<file path="config.mk">
export PLATFORM = sky130hd
export DESIGN_NAME = mygo_chan_reader
export DESIGN_NICKNAME = d
export VERILOG_FILES = /design/src/rtl/mygo_chan_reader.sv
export SDC_FILE = /design/constraint.sdc
export NUM_CORES = 1
export LEC_CHECK = 0
export BUFFER_PORTS_ARGS = -buffer_cell sky130_fd_sc_hd__buf_4
export CAP_MARGIN = 20
export CORE_UTILIZATION = 38
export DETAILED_ROUTE_END_ITERATION = 7
export SLEW_MARGIN = 5
export SYNTH_ARGS = -nofsm -noshare
export SYNTH_HDL_FRONTEND = slang
export SYNTH_SLANG_ARGS = --single-unit
export TNS_END_PERCENT = 20
</file>
<file path="constraint.sdc">
create_clock -name clk -period 1.8 [get_ports clk]
set_input_delay 0.27 -clock clk [delete_from_list [all_inputs] [get_ports clk]]
set_output_delay 0.27 -clock clk [all_outputs]
set_load 0.005 [all_outputs]
</file>
<file path="src/rtl/mygo_chan_reader.sv">
// mygo_chan_reader
//   Receive-side endpoint of a mygo channel. Drains a channel FIFO read port
//   into a one-entry prefetch buffer and serves blocking receives
//   (`v, ok := <-ch`) to a process FSM over a req/done handshake.
//
// Ports
//   clk, rst        clock, asynchronous active-low reset
//   chan_rdata      FIFO read data
//   chan_rvalid     FIFO read data valid
//   chan_rready     accept chan_rdata this cycle (combinational: rst & ~buf_v)
//   chan_closed     writer has closed the channel (sticky level)
//   recv_req        process requests one receive, held until recv_done
//   recv_data       received value (0 when recv_ok = 0)
//   recv_ok         1 = real element, 0 = closed and drained
//   recv_done       one-cycle pulse, recv_data/recv_ok valid
//   recv_count      number of ok=1 deliveries, wraps modulo 2**CNT_W
//   busy            request pending (WAIT or DONE)
//
// Configuration
//   MYGO_CHAN_TRACE_EN  when defined, prints one trace line per recv_done cycle.
module mygo_chan_reader #(
  parameter int unsigned WIDTH = 32,
  parameter int unsigned CNT_W = 32
) (
  input  logic             clk,
  input  logic             rst,
  input  logic [WIDTH-1:0] chan_rdata,
  input  logic             chan_rvalid,
  output logic             chan_rready,
  input  logic             chan_closed,
  input  logic             recv_req,
  output logic [WIDTH-1:0] recv_data,
  output logic             recv_ok,
  output logic             recv_done,
  output logic [CNT_W-1:0] recv_count,
  output logic             busy
);

  typedef enum logic [1:0] {
    S_IDLE = 2'd0,
    S_WAIT = 2'd1,
    S_DONE = 2'd2
  } state_e;

  state_e           state_q, state_d;
  logic             take_ok_c;

  logic             buf_v_q, buf_v_d;
  logic [WIDTH-1:0] buf_d_q, buf_d_d;
  logic [WIDTH-1:0] recv_data_q, recv_data_d;
  logic             recv_ok_q, recv_ok_d;
  logic             recv_done_q, recv_done_d;
  logic [CNT_W-1:0] recv_count_q, recv_count_d;
  logic             busy_q, busy_d;
  logic             accept_c;

  // Prefetch buffer is refillable whenever it is empty and we are out of reset.
  assign chan_rready = rst & ~buf_v_q;
  assign accept_c    = chan_rvalid & chan_rready;

  // State register.
  always_ff @(posedge clk or negedge rst) begin
    if (!rst) state_q <= S_IDLE;
    else      state_q <= state_d;
  end

  // Next-state logic. A word arriving in the same cycle as close is still
  // pending, so the ok=0 answer waits until the read port is quiet.
  always_comb begin
    state_d   = state_q;
    take_ok_c = 1'b0;
    unique case (state_q)
      S_IDLE: begin
        if (recv_req) begin
          if (buf_v_q) begin
            state_d   = S_DONE;
            take_ok_c = 1'b1;
          end else if (chan_closed && !chan_rvalid) begin
            state_d = S_DONE;
          end else begin
            state_d = S_WAIT;
          end
        end
      end
      S_WAIT: begin
        if (buf_v_q) begin
          state_d   = S_DONE;
          take_ok_c = 1'b1;
        end else if (chan_closed && !chan_rvalid) begin
          state_d = S_DONE;
        end
      end
      S_DONE:  state_d = S_IDLE;
      default: state_d = S_IDLE;
    endcase
  end

  // Output / datapath logic: buffer fill and drain, delivery registers.
  always_comb begin
    buf_v_d      = buf_v_q;
    buf_d_d      = buf_d_q;
    recv_data_d  = recv_data_q;
    recv_ok_d    = recv_ok_q;
    recv_count_d = recv_count_q;
    recv_done_d  = (state_d == S_DONE);
    busy_d       = (state_d != S_IDLE);
    if (accept_c) begin
      buf_v_d = 1'b1;
      buf_d_d = chan_rdata;
    end
    if (take_ok_c) begin
      // Buffer is full here, so accept_c is low and no refill collides.
      buf_v_d      = 1'b0;
      recv_data_d  = buf_d_q;
      recv_ok_d    = 1'b1;
      recv_count_d = recv_count_q + CNT_W'(1);
    end else if (state_d == S_DONE) begin
      recv_data_d = '0;
      recv_ok_d   = 1'b0;
    end
  end

  // Buffer and output registers.
  always_ff @(posedge clk or negedge rst) begin
    if (!rst) begin
      buf_v_q      <= 1'b0;
      buf_d_q      <= '0;
      recv_data_q  <= '0;
      recv_ok_q    <= 1'b0;
      recv_done_q  <= 1'b0;
      recv_count_q <= '0;
      busy_q       <= 1'b0;
    end else begin
      buf_v_q      <= buf_v_d;
      buf_d_q      <= buf_d_d;
      recv_data_q  <= recv_data_d;
      recv_ok_q    <= recv_ok_d;
      recv_done_q  <= recv_done_d;
      recv_count_q <= recv_count_d;
      busy_q       <= busy_d;
    end
  end

  assign recv_data  = recv_data_q;
  assign recv_ok    = recv_ok_q;
  assign recv_done  = recv_done_q;
  assign recv_count = recv_count_q;
  assign busy       = busy_q;

`ifdef MYGO_CHAN_TRACE_EN
  // Reads the registered values before this edge updates them.
  always @(posedge clk) begin
    if (rst && recv_done_q)
      $display("recv: count %d got 0x%x ok %d",
               recv_count_q, recv_data_q, recv_ok_q);
  end
`else
  // Trace disabled: no simulation output.
`endif

endmodule
</file>
Yosys cells after proc, flatten, opt, wreduce, memory -nomap -nowiden:

Cells that the tools add are included.

* bits of input ports: 37
* output and inout port bits: 68
* logic and storage cells: 35
* flip-flop bits (word level): 102

* bitwise gates (word level): 3
* $add $sub $neg: 1
* reductions and logical operators: 6
* equality and inequality tests: 2
* mux-type cells: 15

Operators with widths (number)
* $mux 32: 2
* $add 32x1->32 const B: 1
* $mux 2: 5
* $mux 1: 6
* $reduce_bool 2->1: 3
* $pmux 2 s2: 1
* $and 1x1->1: 2
* $eq 2x1->1 const B: 1
* $eq 2x2->1 const B: 1
* $logic_not 2->1: 1
* $pmux 1 s2: 1
* $logic_and 1x1->1: 1
* $logic_not 1->1: 1
* $not 1->1: 1

Depth between registers and ports, before layout:

* depth in word-level cells: 9
* mapped depth: 6
* mapped depth without buffers: 5

Least setup slack after synthesis:

Ideal clock, no wire load.

* path type: register to register
* start: register recv_count_q[0] (netlist: recv_count[0])
* end: register recv_count_q[14] (netlist: recv_count[14])
* required time: 1721 ps
* library setup time: 79 ps
* arrival: 1387 ps
* cell stages (with the launch flop): 6
* setup slack: 333 ps
* clock period less this slack: 1467 ps
* path through: dfrtp_1 > ha_1 > and2_1 > nand4_1 > nor4_2 > xor2_1

* longest elaborated chain between the ends: 1

Ends and longest elaborated chain
* start: declaration: line 53 `logic [CNT_W-1:0] recv_count_q, recv_count_d;`
* start signal: assignment: line 139 `recv_count_q <= recv_count_d;`
* $add 32x1->32: line 116 `recv_count_d = recv_count_q + CNT_W'(1);`

Every way passes these cells.
A chain may end at the register's enable or synchronous reset.

Final worst setup path:

* start: input port rst
* end: register buf_d_q[26]

* longest elaborated chain between the ends: 2

Ends and longest elaborated chain
* start: declaration: line 26 `input logic rst,`
* $and 1x1->1: line 58 `assign chan_rready = rst & ~buf_v_q;`
* $and 1x1->1: line 59 `assign accept_c = chan_rvalid & chan_rready;`
* end signal: assignment: line 135 `buf_d_q <= buf_d_d;`
* end: declaration: line 49 `logic [WIDTH-1:0] buf_d_q, buf_d_d;`

Every way passes these cells.

==> impl_metrics.ini <==
[min_path]
hold_path_depth = 2
hp-class = primary input to flip-flop

[sta]
period_share_pct = 91.29
rsz0062_at_grt = false
fin_setup_tns_ps = 0
fin_crit_ps = 1643
tightest_slew_ps = 527.0
hold_viol = 0
clock.fmax_mhz = 608.6
slew_violations = 0
finalClockSkew_ps = 9.305
setup_viol = 0
slew_headroom_pct = 64.86

[synthesis]
synth.distinct_cells = 34
yosysWarnings = 0
synth.avg_cell_area_um2 = 14.14
syn-num-nets = 334
ys_ff_latch = 102
async_flop_share_pct = 100.0
yosysMostFrequentCell = dfrtp_1
synth_top_area_share_pct = 60.99
synth_area_leader_cell = dfrtp_1
synth_ff_type = dfrtp_1
ys_top_cells_by_count = dfrtp_1 (102), a22o_1 (32), mux2_2 (23)
syn-cell-area_um2 = 4185
syn_inst = 296
seq_area_frac_synth_pct = 60.99
synthTopCellsByArea = dfrtp_1 (61%), a22o_1 (6.7%), mux2_2 (6.2%)
synth_edf_count = 0

[die]
core_area_um2 = 10510
die_h_um = 106.9
initial_core_util_pct = 39.83
die_area_um2 = 11440
die_w_um = 106.9
ios = 105
rows = 37

[critical_path]
crit_arrival_ps = 1880
crit_buf_inv = 3
worstSetupStartpointType = primary input
worst-path-max-fanout = 27
endpoint_kind = flip-flop
ff2ff_path_depth = 5
crit_required_ps = 2040
path_delay_family = buffers and inverters
cpPeakStageDelay_ps = 570
cpMaxStageDelayCell = dlygate4sd3_1
crit_type = primary input to flip-flop
critical_path_cell_count = 6
cp_cell_sequence = dlygate4sd3_1, buf_4, nor2b_2, nand2_1, buf_12, mux2_1

[routing]
m1WireLength_mm = 3.915
wl_met2_mm = 3.867
routed_wl_mm = 8.591
wl_met3_um = 730
routed.top_layer = met4
vias = 2705
firstDrtPassIters = 4
drc_errors = 0
antenna_left = 0
avgViaCountPerCell = 4.954
dr.first_iter.drc_count = 65
routedWlPerCell_um = 15.73

[clocking]
tritoncts = built
clockBufferDepth = 2
clock-sinks = 102
worstSkewPairLatency_ps = 360
cts_buffers = 9
cts_max_level = 3
ctsRootBufferMaster = clkbuf_8
clkTransAtPathRegs_ps = 100
cts_setup_buffers = 0

[pwr]
irDropWorstVdd_v = 0.0006468
power.switching_mw = 1.938
p_int_mw = 4.926
clkPwrFrac_pct = 23.9
p_leak_nw = 2.623
switching_share_pct = 28.23
p_per_area_nw_per_um2 = 1268
comb_power_share_pct = 27.1
pwr-share-seq_pct = 48.9

[finish]
area_delta_synth_final_pct = 29.36
ff_latch_area_um2 = 2552
n_fill_cell = 907
instances_no_fill = 546
drive_gt1_share_pct = 44.39
nNetsFinal = 443
n_antenna_cell = 0
multiInputGateArea_um2 = 1518

[status]
status = completed

[placement]
hpwl_mm = 5.790
portBuffers = 104
routabilityCongestion = 0.7298
dp.cells = 529

[grt]
antenna_found_initial = 0
grt_max_degree = 103
grt_pass1_wl_mm = 14.16
grt.total_usage_pct = 16.15
overflow = 0
grt_pass1_vias = 2802

[job]
cap_viol_max_count = 0
logic make-up (layout without fill, tap and decap cells):
family / after synthesis / after routing / synth area share [%]
mux: 33 / 33 / 8.879
fa+ha+maj: 1 / 1 / 0.2989
compound gates: 36 / 36 / 7.563
simple gates: 69 / 69 / 12.62
xor+xnor: 31 / 31 / 6.487
flops: 102 / 102 / 60.99
buf+inv: 24 / 138 / 3.169
path summary, 6_finish.rpt:
path                                             from                         end  slack [ps]
setup reg to reg                 state_q[1]$_DFF_PN0_  recv_count[23]$_DFFE_PN0P_         160
max in group asynchronous                         rst        state_q[1]$_DFF_PN0_         820
hold reg to reg            recv_count[31]$_DFFE_PN0P_  recv_count[31]$_DFFE_PN0P_         480
setup / recovery                                  rst     buf_d_q[26]$_DFFE_PN0P_         160
hold / removal                         chan_rdata[29]     buf_d_q[29]$_DFFE_PN0P_         110
min in group asynchronous                         rst   recv_count[1]$_DFFE_PN0P_         600
flip-flops by register name, summed over array words and instances (netlist names):
name	cells
busy	1
recv_count	32
state_q	2
recv_ok	1
recv_done	1
recv_data	32
buf_v_q	1
buf_d_q	32
layer usage:
metal | up-vias | GRT usage, %
met5 | - | 0
met4 | 0 | 5.871
met3 | 8 | 6.444
met2 | 83 | 24.33
met1 | 1337 | 20.95
li1 | 1277 | -
power groups by stage:
| stage | Sequential [mW] | Combinational [mW] | Clock (mW) |
|---|---|---|---|
| after detailed placement | 3.39 | 1.91 | 0 |
| after global routing | 3.45 | 2.04 | 1.79 |
| after floorplan | 3.34 | 0.875 | 0 |
| after global placement | 3.37 | 1.87 | 0 |
| final | 3.36 | 1.86 | 1.64 |
| after CTS | 3.37 | 1.90 | 1.70 |
cell usage in the layout (no fill, tap or decap), types with 7 or more instances in the layout:
cell type and n:
mux2_2 23, xor2_1 21, dfrtp_1 102, nand2_1 14, clkbuf_8 10, a22o_1 32, mux2_1 10, nor4_2 15
buf_4 110, nand4_1 7, xnor2_1 10
metrics by stage:
step	util (%)	power [mW]	hold WS, ps	setup WS (ps)	instance area [um2]
2_1_floorplan	-	4.219	-25.59	333.3	4185
3_3_place_gp	49.16	5.237	408.4	173.9	5166
3_5_place_dp	49.16	5.298	414.0	149.8	5166
4_1_cts	51.46	6.967	89.97	128.6	5408
5_1_grt	51.52	7.268	89.69	5.894	5414
6_report	51.52	6.864	113.9	156.8	5414
repair_timing:
action,4_1_cts,5_1_grt
hold buffers,1,0
setup endpoints to repair,0,1
resized for setup,0,1
hold endpoints to repair,2,0
cell type report:
class / count / share of cell area [%]
flip-flops and latches: 102 / 47.15
multi-input cells: 170 / 28.03
repair buffers: 115 / 16.92
well taps: 136 / 3.143
clock buffers: 10 / 2.542
clock inverters: 6 / 1.733
inverters: 7 / 0.4853
Note: power is estimated with default switching activity, not from simulation.
